$ cat config.mk
export PLATFORM = sky130hd
export DESIGN_NAME = piso_tx
export DESIGN_NICKNAME = d
export VERILOG_FILES = /design/src/rtl/piso_tx.sv
export SDC_FILE = /design/constraint.sdc
export NUM_CORES = 1
export LEC_CHECK = 0
export CAP_MARGIN = 20
export CORE_ASPECT_RATIO = 2
export CORE_MARGIN = 2
export CORE_UTILIZATION = 45
export CTS_CLUSTER_SIZE = 10
export DETAILED_ROUTE_END_ITERATION = 10
export MAX_ROUTING_LAYER = met4
export PLACE_DENSITY_LB_ADDON = 0.05
export SLEW_MARGIN = 15
export SYNTH_ARGS = -nofsm -noshare
export SYNTH_HDL_FRONTEND = slang
export SYNTH_SLANG_ARGS = --single-unit
$ cat constraint.sdc
create_clock -name clk -period 1.6 [get_ports clk]
set_clock_uncertainty 0.2 [all_clocks]
set_input_delay 0.32 -clock clk [delete_from_list [all_inputs] [get_ports clk]]
set_output_delay 0.32 -clock clk [all_outputs]
set_load 0.01 [all_outputs]
$ cat src/rtl/piso_tx.sv
// Parallel-in/serial-out transmitter with valid/ready input and framed serial output.
// Optional even-parity trailer bit enabled by defining PISO_TX_PARITY_EN.
module piso_tx #(
  parameter int WIDTH     = 32,
  parameter bit MSB_FIRST = 1'b0
) (
  input  logic             clk,
  input  logic             rst,
  input  logic             in_valid,
  input  logic [WIDTH-1:0] in_data,
  output logic             in_ready,
  output logic             sout,
  output logic             sout_valid,
  output logic             sout_first,
  output logic             sout_last,
  output logic             busy
);

`ifdef PISO_TX_PARITY_EN
  localparam int FRAME_LEN = WIDTH + 1;
`else
  localparam int FRAME_LEN = WIDTH;
`endif
  localparam int CW = $clog2(WIDTH + 1);
  localparam logic [CW-1:0] CNT_LOAD = CW'(FRAME_LEN - 1);
  localparam logic [CW-1:0] CNT_ONE  = CW'(1);

  localparam logic [0:0] IDLE  = 1'b0;
  localparam logic [0:0] SHIFT = 1'b1;

  logic [0:0]       state;
  logic [CW-1:0]    cnt;
  logic [WIDTH-1:0] sreg;
  logic             accept;
  logic             next_bit;
`ifdef PISO_TX_PARITY_EN
  logic             par;
`endif

  // Bit that leaves the word first, given the configured order.
  function automatic logic head_bit(input logic [WIDTH-1:0] w);
    return MSB_FIRST ? w[WIDTH-1] : w[0];
  endfunction

  // Discard the head bit so the following bit becomes the new head.
  function automatic logic [WIDTH-1:0] shift_one(input logic [WIDTH-1:0] w);
    return MSB_FIRST ? {w[WIDTH-2:0], 1'b0} : {1'b0, w[WIDTH-1:1]};
  endfunction

  // cnt is the number of frame bits still to come after the one on sout,
  // so cnt==0 in SHIFT marks the last-bit cycle where a new word may load.
  assign in_ready = (state == IDLE) || (cnt == '0);
  assign accept   = in_valid && in_ready;
  assign busy     = (state == SHIFT);

  always_comb begin
    next_bit = head_bit(sreg);
`ifdef PISO_TX_PARITY_EN
    if (cnt == CNT_ONE) next_bit = par;
`endif
  end

  always_ff @(posedge clk) begin
    if (rst) begin
      state      <= IDLE;
      cnt        <= '0;
      sreg       <= '0;
      sout       <= 1'b0;
      sout_valid <= 1'b0;
      sout_first <= 1'b0;
      sout_last  <= 1'b0;
`ifdef PISO_TX_PARITY_EN
      par        <= 1'b0;
`endif
    end else if (accept) begin
      // First bit goes straight to the output register; the rest waits in sreg.
      state      <= SHIFT;
      cnt        <= CNT_LOAD;
      sreg       <= shift_one(in_data);
      sout       <= head_bit(in_data);
      sout_valid <= 1'b1;
      sout_first <= 1'b1;
      sout_last  <= 1'b0;
`ifdef PISO_TX_PARITY_EN
      par        <= ^in_data;
`endif
    end else if ((state == SHIFT) && (cnt != '0)) begin
      cnt        <= cnt - CNT_ONE;
      sreg       <= shift_one(sreg);
      sout       <= next_bit;
      sout_first <= 1'b0;
      sout_last  <= (cnt == CNT_ONE);
    end else begin
      state      <= IDLE;
      sout       <= 1'b0;
      sout_valid <= 1'b0;
      sout_first <= 1'b0;
      sout_last  <= 1'b0;
    end
  end

endmodule

# ---- Yosys cells after proc, flatten, opt, wreduce, memory -nomap -nowiden
# Cells that the tools add are included.
# W data, S select, Z words.
dict set report word_totals {
  in_bits 35
  elab_cells 29
  out_inout_bits 6
  latch_bits 0
  ram_bits 0
  reg_bits 41
  romBits 0
  memories 0
}
dict set report classes {
  div_mod_pow 0
  multipliers 0
  shift 0
  reduce_logical 8
  add_sub_neg 1
  n_mux 9
  n_bitwise 2
  order_cmp 0
  eq_ne 2
}
# op n
set ops {}
lappend ops {{$mux W31} 2}
lappend ops {{$mux W5} 2}
lappend ops {{$eq A6 B1 Y1 const B} 1}
lappend ops {{$logic_not A6 Y1} 1}
lappend ops {{$reduce_bool A6 Y1} 1}
lappend ops {{$sub A6 B1 Y6 const B} 1}
lappend ops {{$mux W1} 5}
lappend ops {{$reduce_or A3 Y1} 1}
lappend ops {{$logic_and A1 B1 Y1} 2}
lappend ops {{$ne A2 B2 Y1 const B} 1}
lappend ops {{$not A1 Y1} 2}
lappend ops {{$reduce_bool A2 Y1} 1}
lappend ops {{$reduce_or A2 Y1} 1}
lappend ops {{$logic_or A1 B1 Y1} 1}

# ---- Longest topological paths before layout
dict set report logic_depth {
  word_depth 4
  depth_mapped 7
  depth_no_buf 6
}

# ---- Worst setup path before layout
# Ideal clock, no wire load.
dict set report synth_timing {
  kind {register to output}
  startpoint {register cnt[0]}
  endpoint {output in_ready}
  stages_incl_launch_ff 6
  arrival_time_ns 1.239
  path_buffers 1
  required_ns 1.080
  setup_slack_ns -0.159
  path_cell_list {dfxtp_1 -> inv_1 -> ha_1 -> a21oi_4 -> inv_6 -> buf_4}
}
dict set report synth_between {
  elab_chain_len 2
}
# item line
set synth_lines {}
lappend synth_lines {{start, declared} 32} ;# logic [CW-1:0] cnt;
lappend synth_lines {{start signal, assigned} 88} ;# cnt <= cnt - CNT_ONE;
lappend synth_lines {{$logic_not A6 Y1} 52} ;# assign in_ready = (state == IDLE) || (cnt == '0);
lappend synth_lines {{$logic_or A1 B1 Y1} 52}
lappend synth_lines {{end, declared} 11} ;# output logic in_ready,
# No other way between the ends.

# ---- Worst setup path in the final report
dict set report layout_timing {
  startpoint {register cnt[3]}
  endpoint {output in_ready}
}
# The elaborated chain is that of the path after synthesis.

==> results.md <==
- The most used flip-flop cell after synthesis is dfxtp_1.
- Summing every instance area after synthesis gives 0.00199 mm^2.
- After clock tree synthesis, the clock-pin slew on the worst setup and hold paths is about 0.070 ns.
- The top cell types in the final layout, fill and taps aside, are dfxtp_1, clkdlybuf4s50_1, mux2i_1, nor2_1, a211oi_2.
- Of all nets on the critical path, the largest fanout is 4.
- The via-per-instance ratio is roughly 5.4.
- For this run, the total global-route usage over all layers was measured as 0.193.
- The deepest level of the CTS H-tree is 2.
- TritonCTS built the clock tree.
- The critical path in this run is classified as flip-flop to output port.
- The tool flagged a number of max-cap violations equal to 0.
- Setup violations remaining at the end of the flow were counted as 33.
- The final layout contains routed wiring with a total length of around 4.7 mm.
- The total congestion overflow after global routing is 0.
- The total count of max-transition violations in the final report was 0.
- The kind of capture point of the worst setup path is an output port.
- The clock passes through at most 2 buffers.
- The smallest setup slack after layout is -0.181 ns.
- The net count reported at finish is 283.
- In this run, synthesis produced a sequential element count of between 40 and 50.
- The reported net switching power is roughly 0.75 mW.
- The first global-routing pass estimated 7.21 mm of wire.
- The power density normalized to cell area is 920 mW/mm^2.
- The half-perimeter wire length after placement is 3.03 mm.
- The most common cell after layout, fill and taps aside is dfxtp_1.
- The number of instances in the synthesized netlist is approximately 190.
- The share of total power dissipated in sequential elements is 0.463.
- The overall via count from detail_route is ~1600.
- After synthesis, the cell types taking the most area are dfxtp_1, a211oi_2, mux2i_1, nor2_1, a211oi_1.
- The post-synth net total is 226.
- The number of antenna violations at the first check in global routing is 0.
- The run finished, with violations left.
- In this run the count of I/O pins placed on the die edge is 41.
- The number of global-route vias before repair is between 1500 and 2000.
- The total count of hold-check failures in the final report is 0.
- The first-iteration detailed-routing DRC count is 13.
- The number of clock sinks is 41.
- In this run the mean area of a mapped cell was approximately 11 um^2.
- The clock group share of total power is 0.239.
- The layout cell share with drive strength beyond 1 is 0.347.
- Timing would allow up to 0.561 GHz.
- The final standard cell area without fillers is 0.00281 mm^2.
- Compared with the post-synthesis result, the final layout area differs by 40.9%.
- The cell sitting at the root of the clock tree is a clkbuf_8.
- The floorplan step defined a die boundary enclosing roughly 0.0050 mm^2.
- The routed design could run at a clock period as short as 1.78 ns.
- The count of different cell masters after synthesis is 28.
- The final reports fail on setup timing.
- Of the synthesized area, sequential elements account for 0.412.
- The initial utilization of the core area, before any placement, comes to 0.464.
- The pre-antenna-repair detailed-routing pass consisted of 4 iterations.
- STA puts the critical path data required time at 1.08 ns.
- The worst slew margin relative to its limit is 0.644.
- The design draws approximately 2.6 mW.
- For the worst setup path, the data arrival time is ~1.3 ns.
- The placement row count is 34.
- The cell taking the most area after synthesis is dfxtp_1.
- Internal power comes to ~1.8 mW.
- The transition time at the pin with the least slew margin is around 0.53 ns.
- In this run, CTS created clock tree buffers numbering 5.
- Of the total power, the share spent switching nets is 0.290.
- Input and output buffers added on the ports amount to 40.
- The share of the core filled with cells in the final layout is 0.654.
- The maximum number of pins on one net before global-route repair is 32.
- The die is 98.1 um tall.
- The startpoint kind of the worst setup timing path is a flip-flop.
- Setup repair after global routing could not meet its margin everywhere.
- The maximum VDD drop is between 800 and 900 uV.
- After detailed placement, the total cell area comes to approximately 0.0025 mm^2.
- The class of the worst hold path is input pin to flip-flop.
- The core box area is roughly 0.0043 mm^2.
- The filler cells instantiated in the layout total 385.
- Of the total power, combinational logic draws 0.298.
- After detailed routing, the number of remaining DRC violations is 0.
- The placer congestion estimate is about 0.89.
- In this run the register-to-register setup slack is -0.15 ns.
- The post-route clock period utilization is 1.11.
- The chip width is approximately 50 um.
- The repair_antennas step left the layout with diodes totalling 0.
- In this run the remaining antenna-violating nets after routing total 0.
- The async set-or-reset flop fraction in the synthesized netlist is 0.
- The synthesized design contains 0 enable-type register cells.
- Dividing the detail-routed wire length by the instance count gives 15.7 um.
- In this run the static leakage power is approximately 1.2 nW.
- The area share of the largest cell type after synthesis is 0.412.
- The yosys synthesis warning count is 0.
- At the later pin of the worst-skew pair, clock insertion delay measures a little under 0.3 ns.
per-stage QoR:
| step | setup WS [ns] | cells | hold slack, ns | setup TNS [ns] |
|---|---|---|---|---|
| after global placement | -0.278 | 284 | 0.248 | -4.86 |
| final | -0.181 | 299 | 0.101 | -2.90 |
| after floorplan | 0.00164 | 189 | 0.231 | 0 |
| after detailed placement | -0.364 | 284 | 0.259 | -6.45 |
| after CTS | -0.214 | 295 | 0.0814 | -4.17 |
| after global routing | -0.248 | 299 | 0.113 | -5.72 |
synth_stat cells, types with 2 or more instances:
| library cell | number |
|---|---|
| ha_1 | 2 |
| buf_6 | 4 |
| buf_1 | 5 |
| buf_2 | 4 |
| dfxtp_1 | 41 |
| buf_4 | 3 |
| nand2_1 | 5 |
| inv_1 | 3 |
| a21oi_1 | 2 |
| a211oi_1 | 10 |
| nor2_1 | 34 |
| nor3_1 | 4 |
| mux2i_1 | 31 |
| a211oi_2 | 27 |
critical path: stages, from the launching register on:
cell,delay (ns)
dfxtp_2,0.34
nor4_4,0.35
a21oi_4,0.11
clkinv_4,0.08
buf_6,0.10
metal layers:
layer	part of all wire	vias up	track usage
met5	0	-	-
met4	0.019	0	0.0769
met3	0.043	7	0.0413
met2	0.57	35	0.347
met1	0.36	778	0.195
li1	-	795	-
state kept, by name (all words and copies together) (netlist names):
name and cells:
sout 1, busy 1, cnt 6, sreg 31, sout_first 1, sout_last 1
logic make-up (layout without fill, tap and decap cells):
family,count (synthesis),in the layout,synth area share
XOR/XNOR,2,2,0.00879
flip-flops,41,41,0.412
AO/OA/AOI/OAI,42,42,0.229
adder cells (fa/ha/maj),2,2,0.0126
buffers and inverters,21,77,0.0653
multiplexers,31,31,0.156
AND/OR/NAND/NOR,50,50,0.117
power by group through the flow:
| stage | sequential (mW) | clock [mW] | combinational [mW] |
|---|---|---|---|
| floorplan | 1.22 | 0 | 0.429 |
| global placement | 1.21 | 0 | 0.607 |
| detailed placement | 1.22 | 0 | 0.630 |
| CTS | 1.19 | 0.643 | 0.703 |
| global route | 1.21 | 0.680 | 0.827 |
| finish | 1.20 | 0.617 | 0.769 |
final cells by class:
type | instances | area (um^2) | share of cell area
clock buffers | 5 | 68.8 | 0.0245
clock inverters | 1 | 5.00 | 0.00178
inverters | 4 | 20.0 | 0.00713
multi-input cells | 127 | 1120 | 0.398
flip-flops and latches | 41 | 830 | 0.295
well taps | 54 | 67.6 | 0.0241
repair buffers | 67 | 699 | 0.249
timing repair:
action	in CTS	in global routing
setup buffers	3	2
pin swaps	8	10
setup endpoints to repair	39	36
gates resized for setup	18	17
hold buffers	0	0
cloned	2	3
path summary, 6_finish.rpt:
path / from / end / depth (start not counted)
max: cnt[3]$_SDFFE_PP0P_ / in_ready / 4
min reg2reg: sreg[0]$_SDFFE_PP0P_ / sout$_SDFF_PP0_ / 2
min: rst / cnt[1]$_SDFFE_PP0P_ / 2
max reg2reg: cnt[3]$_SDFFE_PP0P_ / sreg[18]$_SDFFE_PP0P_ / 8
Note: power is estimated with default switching activity, not from simulation.
